File: config.mk
export PLATFORM = sky130hd
export DESIGN_NAME = pipeline_if_responder
export DESIGN_NICKNAME = d
export VERILOG_FILES = /design/src/rtl/pipeline_if_responder.sv
export SDC_FILE = /design/constraint.sdc
export NUM_CORES = 1
export LEC_CHECK = 0
export ABC_AREA = 1
export ABC_CLOCK_PERIOD_IN_PS = 6600
export CORE_MARGIN = 3
export CORE_UTILIZATION = 42
export CTS_CLUSTER_DIAMETER = 150
export CTS_CLUSTER_SIZE = 28
export DETAILED_ROUTE_END_ITERATION = 8
export PLACE_DENSITY_LB_ADDON = 0.25
export SLEW_MARGIN = 40
export SYNTH_ARGS = -nofsm -noshare
export SYNTH_HDL_FRONTEND = slang
export SYNTH_SLANG_ARGS = --single-unit
File: constraint.sdc
create_clock -name clk -period 6.6 [get_ports clk]
set_input_delay 1.32 -clock clk [delete_from_list [all_inputs] [get_ports clk]]
set_output_delay 1.32 -clock clk [all_outputs]
set_load 0.02 [all_outputs]
File: src/rtl/pipeline_if_responder.sv
// Instruction-fetch responder: takes one fetch at a time, reads the boot ROM or the DRAM
// port, and buffers {inst, pc, fault} in a small FIFO that feeds the IF/ID boundary.
module pipeline_if_responder #(
  parameter int unsigned FIFO_DEPTH     = 2,
  parameter int unsigned TIMEOUT_CYCLES = 255
) (
  input  logic        clk,
  input  logic        reset,
  input  logic        req_valid,
  input  logic [63:0] req_addr,
  input  logic        req_sel,
  output logic        req_ready,
  input  logic        flush,
  output logic        rom_en,
  output logic [63:0] rom_addr,
  input  logic [31:0] rom_data,
  output logic        dram_req,
  output logic [63:0] dram_addr,
  output logic [2:0]  dram_rd_ctrl,
  input  logic        dram_ack,
  input  logic [63:0] dram_rdata,
  input  logic        stall,
  output logic        inst_valid,
  output logic [31:0] inst,
  output logic [63:0] inst_pc,
  output logic        inst_fault
);

  localparam int unsigned PtrW   = (FIFO_DEPTH > 1) ? $clog2(FIFO_DEPTH) : 1;
  localparam int unsigned CountW = $clog2(FIFO_DEPTH) + 1;
  localparam int unsigned TmoW   = $clog2(TIMEOUT_CYCLES + 1);

  localparam logic [TmoW-1:0]   TmoLast    = TmoW'(TIMEOUT_CYCLES - 1);
  localparam logic [CountW-1:0] CountFull  = CountW'(FIFO_DEPTH);
  localparam logic [2:0]        DramRdCtrl = 3'b101;

  typedef enum logic [1:0] {
    StIdle,
    StRomWait,
    StDramWait,
    StDramDrop
  } state_e;

  state_e state_q, state_d;
  logic [63:0]     pc_q, pc_d;
  logic [TmoW-1:0] tmo_q, tmo_d;

  logic [31:0]       fifo_inst_q  [FIFO_DEPTH];
  logic [63:0]       fifo_pc_q    [FIFO_DEPTH];
  logic              fifo_fault_q [FIFO_DEPTH];
  logic [PtrW-1:0]   wr_ptr_q, rd_ptr_q;
  logic [CountW-1:0] count_q;

  logic        fifo_full, fifo_empty;
  logic        accept, push, pop;
  logic [31:0] push_inst;
  logic [63:0] push_pc;
  logic        push_fault;

  // Upper half of the DRAM word carries no instruction bits.
  logic unused_rdata_hi;
  assign unused_rdata_hi = ^dram_rdata[63:32];

  assign fifo_full  = (count_q == CountFull);
  assign fifo_empty = (count_q == '0);

  // Fetch FSM next-state, request handshake, ROM strobe and push selection.
  always_comb begin
    state_d    = state_q;
    pc_d       = pc_q;
    tmo_d      = tmo_q;
    push       = 1'b0;
    push_inst  = '0;
    push_pc    = pc_q;
    push_fault = 1'b0;
    rom_en     = 1'b0;
    rom_addr   = '0;
    req_ready  = (state_q == StIdle) && !fifo_full && !flush;
    accept     = req_valid && req_ready;

    unique case (state_q)
      StIdle: begin
        if (accept) begin
          pc_d = req_addr;
          if (req_addr[1:0] != 2'b00) begin
            // Misaligned PC: fault entry straight away, memory untouched.
            push       = 1'b1;
            push_pc    = req_addr;
            push_fault = 1'b1;
          end else if (!req_sel) begin
            rom_en   = 1'b1;
            rom_addr = req_addr;
            state_d  = StRomWait;
          end else begin
            tmo_d   = '0;
            state_d = StDramWait;
          end
        end
      end
      StRomWait: begin
        state_d = StIdle;
        if (!flush) begin
          push      = 1'b1;
          push_inst = rom_data;
        end
      end
      StDramWait: begin
        tmo_d = tmo_q + TmoW'(1);
        if (dram_ack) begin
          // A completing read needs no drop phase even when flushed.
          state_d = StIdle;
          if (!flush) begin
            push      = 1'b1;
            push_inst = dram_rdata[31:0];
          end
        end else if (tmo_q == TmoLast) begin
          state_d = StIdle;
          if (!flush) begin
            push       = 1'b1;
            push_fault = 1'b1;
          end
        end else if (flush) begin
          state_d = StDramDrop;
        end
      end
      StDramDrop: begin
        // Keep the request up until the memory finishes, then discard.
        tmo_d = tmo_q + TmoW'(1);
        if (dram_ack || (tmo_q == TmoLast)) begin
          state_d = StIdle;
        end
      end
      default: state_d = StIdle;
    endcase
  end

  assign pop = inst_valid && !stall && !flush;

  // FSM state, captured PC and DRAM wait counter.
  always_ff @(posedge clk) begin
    if (reset) begin
      state_q <= StIdle;
      pc_q    <= '0;
      tmo_q   <= '0;
    end else begin
      state_q <= state_d;
      pc_q    <= pc_d;
      tmo_q   <= tmo_d;
    end
  end

  // FIFO pointers and occupancy; flush empties the buffer.
  always_ff @(posedge clk) begin
    if (reset || flush) begin
      wr_ptr_q <= '0;
      rd_ptr_q <= '0;
      count_q  <= '0;
    end else begin
      if (push) begin
        wr_ptr_q <= wr_ptr_q + PtrW'(1);
      end
      if (pop) begin
        rd_ptr_q <= rd_ptr_q + PtrW'(1);
      end
      unique case ({push, pop})
        2'b10:   count_q <= count_q + CountW'(1);
        2'b01:   count_q <= count_q - CountW'(1);
        default: count_q <= count_q;
      endcase
    end
  end

  // FIFO storage; contents only observable through the valid-gated head.
  always_ff @(posedge clk) begin
    if (push && !flush && !reset) begin
      fifo_inst_q[wr_ptr_q]  <= push_inst;
      fifo_pc_q[wr_ptr_q]    <= push_pc;
      fifo_fault_q[wr_ptr_q] <= push_fault;
    end
  end

  // Head-of-FIFO outputs, zeroed when empty.
  always_comb begin
    inst_valid = !fifo_empty;
    inst       = '0;
    inst_pc    = '0;
    inst_fault = 1'b0;
    if (inst_valid) begin
      inst       = fifo_inst_q[rd_ptr_q];
      inst_pc    = fifo_pc_q[rd_ptr_q];
      inst_fault = fifo_fault_q[rd_ptr_q];
    end
  end

  // DRAM port; reset drops the request within the reset cycle.
  always_comb begin
    dram_req     = ((state_q == StDramWait) || (state_q == StDramDrop)) && !reset;
    dram_addr    = '0;
    dram_rd_ctrl = 3'b000;
    if (dram_req) begin
      dram_addr    = pc_q;
      dram_rd_ctrl = DramRdCtrl;
    end
  end

endmodule
After elaboration in Yosys (flattened, before gate mapping)

Memories as Yosys holds them, arrays and structs flattened. A register that Yosys moved wholly into a read port is not among the register bits.
Index checks and enable logic that the tools add are counted.

Flip-flop bits (word level): 78
Output and inout bits: 232
Memories kept: 3
Word-level logic and storage cells: 100
Input port bits: 167
RAM bits: 194

Memories:

| name         | words | width | read ports | clocked after Yosys merged registers in | write ports | line | text |
|---|---|---|---|---|---|---|---|
| fifo_pc_q    | 2     | 64    | 1          | 1                                       | 1           | 49   | `logic [63:0] fifo_pc_q [FIFO_DEPTH];` |
| fifo_inst_q  | 2     | 32    | 1          | 1                                       | 1           | 48   | `logic [31:0] fifo_inst_q [FIFO_DEPTH];` |
| fifo_fault_q | 2     | 1     | 1          | 1                                       | 1           | 50   | `logic fifo_fault_q [FIFO_DEPTH];` |

Equality and inequality tests: 12
$add $sub $neg: 5
Mux-type cells: 49
Reduce and logical (&&, ||, !) cells: 25

Operators with widths:

| cell                                          | number |
|---|---|
| two-way mux 64 bit                            | 9 |
| two-way mux 32 bit                            | 4 |
| one-hot mux 32 bit (2 select lines)           | 1 |
| two-way mux 8 bit                             | 3 |
| two-way mux 1 bit                             | 19 |
| one-hot mux 8 bit (2 select lines)            | 1 |
| two-way mux 2 bit                             | 7 |
| adder 8 x 1 -> 8 bit, second input constant   | 1 |
| == test 2 bit, second input constant          | 4 |
| == test 8 bit, second input constant          | 1 |
| logical AND 1 bit                             | 8 |
| != test 2 bit, second input constant          | 4 |
| one-hot mux 2 bit (4 select lines)            | 1 |
| AND reduction 4 bit                           | 2 |
| nonzero test 2 bit                            | 3 |
| zero test 1 bit                               | 5 |
| == test 2 x 1 -> 1 bit, second input constant | 2 |
| zero test 2 bit                               | 2 |
| != test 4 bit, second input constant          | 1 |
| one-hot mux 2 bit (2 select lines)            | 1 |
| logical OR 1 bit                              | 3 |
| two-way mux 3 bit                             | 1 |
| one-hot mux 1 bit (3 select lines)            | 1 |
| adder 1 bit, second input constant            | 2 |
| 5 further kinds                               | 5 |

Logic depth before layout (Yosys ltp)

Depth after elaboration: 11
Depth in mapped cells: 14
Depth with buffers taken out: 14

Worst setup path before layout

OpenSTA, ideal clock, no wires.

Path type: input -> register
Start: input port flush
End: memory fifo_fault_q[1] (enable)
Arrival time: 6.031 ns
Stages on the path: 7
Path slack: 0.016 ns
Setup time: 0.553 ns
Path buffers: 0
Required time: 6.047 ns
Cell sequence: nor2_2 -> nand3_2 -> inv_2 -> nand2_1 -> nand3_1 -> nand2_1 -> nor2_1

Cells in the longest elaborated chain, start to end: 9
Elaborated cells between the ends (all ways): 12
Those cells by class: 7 x mux; 5 x reduce/logical

Ends and longest elaborated chain:

| item                                      | line    | text |
|---|---|---|
| from (decl)                               | 13      | `input logic flush,` |
| zero test 1 bit                           | 78, 175 |  |
| logical AND 1 bit                         | 78      | `req_ready = (state_q == StIdle) && !fifo_full && !flush;` |
| logical AND 1 bit                         | 79      | `accept = req_valid && req_ready;` |
| two-way mux 1 bit                         | 83      | `if (accept) begin` |
| one-hot mux 1 bit (3 select lines)        | 81      | `unique case (state_q)` |
| logical AND 1 bit * (2 in a row)          | 175     | `if (push && !flush && !reset) begin` |
| two-way mux 1 bit *                       | 175     |  |
| two-way mux 1 bit (not written as such) * | 178     | `fifo_fault_q[wr_ptr_q] <= push_fault;` |
| to (decl)                                 | 50      |  |

Every way passes the cells marked *; elsewhere a longest branch is shown, timed or not.

Worst setup path in the final report

Start: register state_q[0]
End: output port dram_addr[12]

Cells in the longest elaborated chain, start to end: 4
Elaborated cells between the ends (all ways): 5
Those cells by class: 2 x eq/ne; 1 x mux; 2 x reduce/logical

Ends and longest elaborated chain:

| item                   | line | text |
|---|---|---|
| from (decl)            | 44   | `state_e state_q, state_d;` |
| from (signal assigned) | 142  | `state_q <= StIdle;` |
| from (signal assigned) | 146  | `state_q <= state_d;` |
| == test 2 bit          | 197  | `dram_req = ((state_q == StDramWait) \|\| (state_q == StDramDrop)) && !reset;` |
| logical OR 1 bit *     | 197  |  |
| logical AND 1 bit *    | 197  |  |
| two-way mux 64 bit *   | 200  | `if (dram_req) begin` |
| to (decl)              | 18   | `output logic [63:0] dram_addr,` |

Marked as above.

==> metrics.yaml <==
cts:
  cts-hold-fix-buffers: 0
  cts_resized: 0
  cts-root-buf: "clkbuf_16"
  path_clk_slew_ns: 0.11
  clkSinkCount: 273
  clock_latency_ns: 0.48
  cts_tree: "done"
  numCtsBuffers: 13
  htree_num_levels: 1
  cts_setup_buffers: 0
  ctsLongestPathBuffers: 3
critical_path:
  crit_arrival_ns: 3.86
  critPathSlowestCell: "clkdlybuf4s50_1"
  startpoint: "state_q[0]"
  crit_end: "dram_addr[12]"
  cp_slowest_stage_delay_ns: 0.65
  r2r_setup_slack_ns: 3.54
  crit_buf_inv: 5
  worst_ep_required_time_ns: 5.28
  cp-end-kind: "primary output"
  crit_fanout: 36
  startpoint_type: "register"
  cp_cell_sequence: "inv_1, ha_1, buf_4, nor2_2, nor2_1, inv_2, buf_4, nor2_1, clkdlybuf4s50_1"
  r2r-end: "fifo_pc_q[0][35]"
  worstSetupPathType: "register to primary output"
  worstReg2RegStart: "state_q[0]"
  crit_cells: 9
  reg2reg_depth: 12
  critical-path-top-delay-family: "buffers and inverters"
sta:
  period_share_pct: 78.5
  setup_viol: 0
  worst_slew_pin_slew_ns: 0.795
  relSlewSlack_pct: 47.0
  holdWs_ns: 0.472
  finalSetupTns_ns: 0
  drv_slew: 0
  rsz0062_at_grt: "no"
  period_needed_ns: 5.18
  fmax_ghz: 0.193
  finalClockSkew_ns: 0.0105
  hold_viol_final: 0
power:
  intPower_uw: 2850
  clockPowerShare_pct: 20.8
  power.share.switching_pct: 33.5
  power_frac_seq_pct: 48.2
  pwr-share-comb_pct: 31.0
  vdd.ir_drop.worst_mv: 0.178
  power_uw: 4280
  pwr_density_cell_nw_per_um2: 258
  leakagePower_uw: 0.00595
  switching_power_uw: 1440
yosys:
  syn_avg_cell_area_um2: 8.74
  yosysUniqueCellTypes: 27
  yosysSeqAreaShare_pct: 59.8
  synthCells: 1417
  ys_warn_count: 0
  yosysTopAreaCell: "edfxtp_1"
  synth_top_cell_area_share_pct: 47.0
  ys_ff_latch: 273
  synth.area.top_cells: "edfxtp_1 47%, dfxtp_1 13%, nand2_1 12%"
  synth_area_um2: 12400
die:
  initial_core_util_pct: 42.9
  die_x_um: 178
  die_area_um2: 31600
  die_y_um: 178
  num_io_pins: 399
  coreArea_um2: 28900
  num_rows: 62
global_route:
  grt_max_degree: 84
  grt_pass1_wl_mm: 55.2
  grt_pass1_vias: 10200
  overflow: 0
  track_usage_pct: 21.9
  antenna_found_initial: 1
place:
  placed_area_um2: 16200
  gp_congestion: 0.828
  io_buffer_count: 363
  place_inst: 2085
  dpl.hpwl_mm: 23.1
finish:
  design_area_um2: 16600
  final_layout_size_suffix_gt1_share_pct: 2.96
  antennaDiodeCount: 0
  syn_to_final_growth_pct: 34.0
  instances_no_fill: 2106
  fin_nets: 1891
detailed_routing:
  wl_per_cell_um: 17.2
  routed_wl_mm: 36.2
  vias: 10700
  drc: 0
  dr.pass1.iters: 5
  drtIter0Drc: 770
  vias_per_cell: 5.10
  detail-route-antenna-nets: 0
worst_hold_path:
  hp-class: "register to register"
  hold_depth: 2
run_status:
  status: "completed"
flow_run:
  cap_violations: 0
## Yosys cell counts, drive strengths merged
cell type and number:
nand2 403, a21oi 204, edfxtp 194, inv 157, nor2 153, dfxtp 79, o22ai 64, clkbuf 50
buf 47, nand3 43, ha 8, o21ai 4, xor2 3, a22oi 1, conb 1, nand4 1
nor3 1, o21bai 1, o31ai 1, or2 1, xnor2 1
## cell type report
type                    instances  area [um^2]
clock buffers                  20          352
clock inverters                 1         8.76
multi-input cells             892         3980
inverters                     157          602
repair buffers                379         3770
fillers                      2550        12300
flip-flops and latches        273         7410
well taps                     384          480
## cell usage in the layout, fill, tap and decap left out, types with 2 or more instances in the layout
cell / n
nand2_1: 402
clkdlybuf4s50_1: 362
a21oi_1: 204
edfxtp_1: 194
nor2_1: 149
inv_1: 147
dfxtp_1: 78
o22ai_1: 64
nand3_1: 41
clkbuf_16: 13
buf_4: 12
ha_1: 8
clkbuf_1: 7
inv_2: 6
o21ai_0: 4
inv_4: 3
xor2_1: 3
conb_1: 3
buf_6: 3
nor2_2: 2
nor2_4: 2
## power groups by stage
stage          clock network [uW]  logic [uW]  registers [uW]
3_3_place_gp                    0        1310            2100
5_1_grt                       978        1460            2080
3_5_place_dp                    0        1330            2100
6_report                      891        1330            2060
4_1_cts                       916        1340            2060
2_1_floorplan                   0         819            2100
## stage by stage
| step | util [%] | setup WS (ns) |
|---|---|---|
| finish | 57.5 | 1.42 |
| global route | 57.5 | 1.10 |
| CTS | 57.5 | 1.29 |
| detailed placement | 56.3 | 1.58 |
| global placement | 56.2 | 1.56 |
| floorplan | - | 0.0160 |
## tightest hold or removal path: cells and delay by family (launching register included)
family	cells	cell delay [ns]
simple gates	1	0.06
compound gates	1	0.05
flops	1	0.32
## cells by family after synthesis
| logic type | after synthesis | share of synthesized area [%] |
|---|---|---|
| DFF | 273 | 59.8 |
| adders and majority gates | 8 | 0.808 |
| other | 1 | 0.0303 |
| AOI/OAI and AO/OA | 275 | 11.8 |
| xor gates and xnor gates | 4 | 0.283 |
| buffers and inverters | 254 | 8.32 |
| and+or+nand+nor | 602 | 18.9 |
## sequential cells by signal, summed over array words and instances (netlist names), named ones only
name / flops
pc_q: 64
rd_ptr_q: 1
tmo_q: 8
fifo_fault_q: 2
state_q: 2
fifo_inst_q: 64
count_q: 2
fifo_pc_q: 128
wr_ptr_q: 1
## worst min path at each step
stage / startpoint / to
2_1_floorplan: count_q[1] / count_q[1]
3_3_place_gp: rd_ptr_q / register
3_5_place_dp: pc_q[53] / pc_q[53]
4_1_cts: pc_q[53] / pc_q[53]
5_1_grt: pc_q[38] / pc_q[38]
6_report: pc_q[33] / pc_q[33]
## metal layers
metal | routed length, um | global-route usage (%) | vias up
li1 | - | - | 5212
met1 | 14600 | 27.6 | 5029
met2 | 17400 | 37.8 | 440
met3 | 3350 | 5.41 | 57
met4 | 820 | 5.69 | 2
met5 | 11 | 0 | -
Note: power is estimated with default switching activity, not from simulation.
